### src/rtl/push_button_bounce_gen.sv
// Emulated active-low push button: bounce burst on press, clean hold, bounce
// burst on release, settle interval, plus a two-digit BCD tally of completed presses.
module push_button_bounce_gen #(
  parameter int          TICK_DIV     = 49999,
  parameter int          BOUNCE_PAIRS = 3,
  parameter int          SETTLE_TICKS = 20,
  parameter logic [15:0] LFSR_SEED    = 16'hACE1
) (
  input  logic       CLOCK_50_I,
  input  logic       RESET_I,
  input  logic       START_I,
  input  logic [7:0] HOLD_MS_I,
  output logic       PUSH_BUTTON_N_O,
  output logic       BUSY_O,
  output logic       DONE_O,
  output logic [7:0] PRESS_COUNT_O
);

  localparam int                DIV_W      = (TICK_DIV < 2) ? 1 : $clog2(TICK_DIV + 1);
  localparam logic [DIV_W-1:0]  DIV_MAX    = DIV_W'(TICK_DIV);
  localparam logic [3:0]        LAST_EDGE  = 4'(2 * BOUNCE_PAIRS - 1);
  localparam logic [7:0]        SETTLE_LEN = 8'(SETTLE_TICKS);

  typedef enum logic [2:0] {
    IDLE,
    PRESS_BOUNCE,
    HOLD,
    RELEASE_BOUNCE,
    SETTLE
  } state_t;

  state_t           state, state_nxt;
  logic [DIV_W-1:0] div_cnt, div_nxt;
  logic [7:0]       tick_left, tick_nxt;
  logic [3:0]       edge_cnt, edge_nxt;
  logic [7:0]       hold_len, hold_nxt;
  logic [15:0]      lfsr, lfsr_nxt;
  logic             line, line_nxt;
  logic             busy, busy_nxt;
  logic             done, done_nxt;
  logic [7:0]       count, count_nxt;
  logic             tick;
  logic             seg_end;

  function automatic logic [15:0] lfsr_step(input logic [15:0] v);
    return (v >> 1) ^ (v[0] ? 16'hB400 : 16'h0000);
  endfunction

  function automatic logic [7:0] seg_len(input logic [15:0] v);
    return {6'd0, v[1:0]} + 8'd1;
  endfunction

  function automatic logic [7:0] bcd_inc(input logic [7:0] v);
    logic [3:0] lo;
    logic [3:0] hi;
    lo = v[3:0];
    hi = v[7:4];
    if (lo == 4'd9) begin
      lo = 4'd0;
      hi = (hi == 4'd9) ? 4'd0 : hi + 4'd1;
    end else begin
      lo = lo + 4'd1;
    end
    return {hi, lo};
  endfunction

  // Every duration is a down-count of ticks; the divider restarts on each edge
  // and state change so durations are exact multiples of TICK_DIV+1 clocks.
  assign tick    = (div_cnt == DIV_MAX);
  assign seg_end = tick && (tick_left == 8'd1);

  always_comb begin
    state_nxt = state;
    div_nxt   = tick ? '0 : div_cnt + DIV_W'(1);
    tick_nxt  = tick ? tick_left - 8'd1 : tick_left;
    edge_nxt  = edge_cnt;
    hold_nxt  = hold_len;
    lfsr_nxt  = lfsr;
    line_nxt  = line;
    busy_nxt  = busy;
    done_nxt  = 1'b0;
    count_nxt = count;
    case (state)
      IDLE: begin
        div_nxt  = '0;
        tick_nxt = tick_left;
        line_nxt = 1'b1;
        busy_nxt = 1'b0;
        if (START_I) begin
          hold_nxt = (HOLD_MS_I == 8'd0) ? 8'd1 : HOLD_MS_I;
          line_nxt = 1'b0;
          busy_nxt = 1'b1;
          edge_nxt = 4'd1;
          if (LAST_EDGE == 4'd1) begin
            state_nxt = HOLD;
            tick_nxt  = hold_nxt;
          end else begin
            state_nxt = PRESS_BOUNCE;
            tick_nxt  = seg_len(lfsr);
            lfsr_nxt  = lfsr_step(lfsr);
          end
        end
      end
      PRESS_BOUNCE, RELEASE_BOUNCE: begin
        if (seg_end) begin
          div_nxt  = '0;
          line_nxt = ~line;
          edge_nxt = edge_cnt + 4'd1;
          if (edge_cnt + 4'd1 == LAST_EDGE) begin
            if (state == PRESS_BOUNCE) begin
              state_nxt = HOLD;
              tick_nxt  = hold_len;
            end else begin
              state_nxt = SETTLE;
              tick_nxt  = SETTLE_LEN;
            end
          end else begin
            tick_nxt = seg_len(lfsr);
            lfsr_nxt = lfsr_step(lfsr);
          end
        end
      end
      HOLD: begin
        if (seg_end) begin
          div_nxt  = '0;
          line_nxt = 1'b1;
          edge_nxt = 4'd1;
          if (LAST_EDGE == 4'd1) begin
            state_nxt = SETTLE;
            tick_nxt  = SETTLE_LEN;
          end else begin
            state_nxt = RELEASE_BOUNCE;
            tick_nxt  = seg_len(lfsr);
            lfsr_nxt  = lfsr_step(lfsr);
          end
        end
      end
      SETTLE: begin
        if (seg_end) begin
          div_nxt   = '0;
          state_nxt = IDLE;
          done_nxt  = 1'b1;
          busy_nxt  = 1'b0;
          count_nxt = bcd_inc(count);
        end
      end
      default: state_nxt = IDLE;
    endcase
  end

  always_ff @(posedge CLOCK_50_I) begin
    if (RESET_I) begin
      state     <= IDLE;
      div_cnt   <= '0;
      tick_left <= 8'd0;
      edge_cnt  <= 4'd0;
      hold_len  <= 8'd0;
      lfsr      <= LFSR_SEED;
      line      <= 1'b1;
      busy      <= 1'b0;
      done      <= 1'b0;
      count     <= 8'h00;
    end else begin
      state     <= state_nxt;
      div_cnt   <= div_nxt;
      tick_left <= tick_nxt;
      edge_cnt  <= edge_nxt;
      hold_len  <= hold_nxt;
      lfsr      <= lfsr_nxt;
      line      <= line_nxt;
      busy      <= busy_nxt;
      done      <= done_nxt;
      count     <= count_nxt;
    end
  end

  assign PUSH_BUTTON_N_O = line;
  assign BUSY_O          = busy;
  assign DONE_O          = done;
  assign PRESS_COUNT_O   = count;

endmodule
### config.mk
export PLATFORM = sky130hd
export DESIGN_NAME = push_button_bounce_gen
export DESIGN_NICKNAME = d
export VERILOG_FILES = /design/src/rtl/push_button_bounce_gen.sv
export SDC_FILE = /design/constraint.sdc
export NUM_CORES = 1
export LEC_CHECK = 0
export ABC_AREA = 1
export CORE_ASPECT_RATIO = 0.5
export CORE_UTILIZATION = 40
export CTS_BUF_LIST = sky130_fd_sc_hd__clkbuf_4 sky130_fd_sc_hd__clkbuf_8 sky130_fd_sc_hd__clkbuf_16
export CTS_CLUSTER_SIZE = 14
export DETAILED_ROUTE_END_ITERATION = 12
export MAX_ROUTING_LAYER = met4
export SLEW_MARGIN = 30
export SYNTH_ARGS = -nofsm -noshare
export SYNTH_HDL_FRONTEND = slang
export SYNTH_SLANG_ARGS = --single-unit
export TNS_END_PERCENT = 1
### constraint.sdc
create_clock -name CLOCK_50_I -period 2.24 [get_ports CLOCK_50_I]
set_input_delay 0.448 -clock CLOCK_50_I [delete_from_list [all_inputs] [get_ports CLOCK_50_I]]
set_output_delay 0.448 -clock CLOCK_50_I [all_outputs]
set_load 0.05 [all_outputs]
==> out/summary.txt <==
CP Cell Sequence - clkdlybuf4s50_1
PD cells - 1172 nW/µm²
WP data arrival - 1.60 ns
Avg WL per Cell - 11.79 µm
Clk_lat worst skew - 0.34 ns
Max_slew headroom - 66.16%
Logic pwr share - 36.9%
Status - finished, final reports clean
Synthesis Warnings - 0
Final period utilization - 91.25%
CTS max path bufs - 2
Number of vias per cell - 4.794
Fmax - 489.2 MHz
Final setup vio count - 0
Total clock sinks - 66
Syn Area/Cell - 6.626 µm²
Power Total - 4.847 mW
Required time of the critical path - 1.79 ns
ANT cells - 0
Nets - 571
H-tree Lvls - 3
Clock power share - 29.4%
RSZ-0062 raised after global routing - no
Final hold slack - 0.4423 ns
Initial detailed-routing violation count - 189
Inst Count DP - 655
Die H - 68.07 µm
Die area - 9131 µm²
Seq/Total Area, Yosys - 37.84%
CP Capture Type - primary output
Setup tns final - 0 ns
HPWL Detailed - 5735 µm
Post-synth ARST share - 0%
Top FF cell, synth - dfxtp_1
Core ar. - 8230 µm²
ANT nets after route - 0
CTS hold repair buffers - 0
Synth Register Bits - 66
Met2 Use GR - 28.17%
Syn Nets - 544
Placement Setup Slack - 0.3012 ns
Final Hold Fails - 0
GRT met3 Usage - 5.481%
Max Slew Vio Count - 0
Maximum VDD drop - 0.4751 mV
Post-synthesis cell area - 3492 µm²
GP Congestion - 0.8600
Int Pwr - 2.934 mW
DRC errors left - 0
CP max-delay cell - clkdlybuf4s50_1
Slew of the pin with the lowest slew margin - 0.5061 ns
Clock slew at reported path FFs - 0.06 ns
CTS Buf Count - 9
Largest net degree at the start of global routing - 35
Effective utilization at floorplan - 42.43%
Post-Layout Cell Count - 671
Vias in the first global route - 2,855
HP Class - register to register
Post-layout min period - 2.044 ns
Global-route wire length before repair - 13,380 µm
Flop pwr share - 33.7%
Maxcap violations - 0
Number of synthesized flops with an enable pin - 0
Critical Path Source Type - register
Synthesis-to-layout area growth - 18.38%
Crit Path Class - register to primary output
Drt total wl - 7914 µm
GRT Total Usage - 19.66%
Port bufs - 21
Row Count - 23
First-pass detailed-route iteration total - 5
Final worst slack - 0.1959 ns
Initial antenna violation count - 0
Final instance area - 4134 µm²
GRT Max-Usage Layer - met2
Utilization after layout - 50.23%
Dpl cell area - 3832 µm²
Grt total ovfl - 0
Post-CTS setup buffers - 0
Post_cts resized - 0
Net Switching - 1.913 mW
Post-synth cell types - 38
R2R setup slack - 0.31 ns
Crit path max fanout - 5
Leak pwr - 1.816 nW
Layout Skew - 0.007150 ns
I/O pins - 22
Met1 Use GR - 26.24%
Mapped Cells - 527
Clk root buf - clkbuf_16
CTS tree - built
Via count - 3,217
Delay-heaviest family, CP - buffers and inverters
Peak per-stage delay on the critical path - 0.84 ns
Die W - 134.1 µm
Buf/Inv on CP - 1
Switch share - 39.46%
Layout cells sized above 1 - 7.871%
[registers in the layout (all words and copies together) (netlist names)]
| signal | count |
|---|---|
| PUSH_BUTTON_N_O | 1 |
| state | 3 |
| div_cnt | 16 |
| lfsr | 16 |
| BUSY_O | 1 |
| edge_cnt | 4 |
| hold_len | 8 |
| tick_left | 8 |
| PRESS_COUNT_O | 8 |
| DONE_O | 1 |
[placed cells by master, fill, tap and decap left out, drive strengths merged, types with 4 or more instances in the layout]
master and instances:
a21oi 35, buf 7, clkbuf 9, clkdlybuf4s50 21, clkinv 4, dfxtp 66, ha 6, inv 72
nand2 143, nand3 48, nand4 7, nor2 80, nor3 6, o21ai 28, xor2 9
[layer usage]
layer	up-vias	routed length (µm)
met1	1410	4359
met5	-	0
li1	1726	-
met3	7	383
met4	0	66
met2	74	3104
[power by group through the flow]
stage / Combinational [mW] / Clock (mW) / Sequential (mW)
finish: 1.79 / 1.42 / 1.64
floorplan: 1.43 / 0 / 1.63
CTS: 1.79 / 1.45 / 1.64
global route: 2.03 / 1.51 / 1.67
detailed placement: 1.78 / 0 / 1.66
global placement: 1.75 / 0 / 1.66
[cell families after synthesis]
group / share of synthesized area (%)
and+or+nand+nor: 37.12
buffers and inverters: 9.566
AOI/OAI and AO/OA: 10.57
DFF: 37.84
xor gates and xnor gates: 2.759
adders and majority gates: 2.150
[layout make-up]
| cell class | count | area [µm²] |
|---|---|---|
| flip-flops and latches | 66 | 1321 |
| repair buffers | 28 | 262.8 |
| inverters | 72 | 271.5 |
| multi-input cells | 377 | 1837 |
| clock buffers | 9 | 225.2 |
| fillers | 866 | 4096 |
| well taps | 112 | 140.1 |
| clock inverters | 7 | 76.32 |
[cell usage after synthesis, types with 2 or more instances]
master	count	share of area, %
xnor2_1	2	0.50
ha_1	6	2.1
nand2_2	4	0.72
a21oi_1	35	5.0
inv_1	67	7.2
nand3b_1	2	0.43
nor2_1	73	7.8
nor4_1	2	0.36
inv_2	3	0.32
clkbuf_1	5	0.54
nand3_1	46	6.6
o21ai_0	27	3.9
nand4_1	5	0.90
nor3_1	6	0.86
nand2_1	138	15
nor2_2	4	0.72
o211ai_1	2	0.43
nor2_4	2	0.64
buf_2	5	0.72
dfxtp_1	66	38
a31oi_1	2	0.36
xor2_1	9	2.3
[final timing paths]
| kind | start | to | cells past startpoint |
|---|---|---|---|
| max | PRESS_COUNT_O[7] | PRESS_COUNT_O[7] | 1 |
| min reg2reg | div_cnt[0] | div_cnt[0] | 1 |
| max reg2reg | div_cnt[0] | lfsr[13] | 9 |
| min | div_cnt[0] | div_cnt[0] | 1 |
Power figures use the tool's default switching activity.
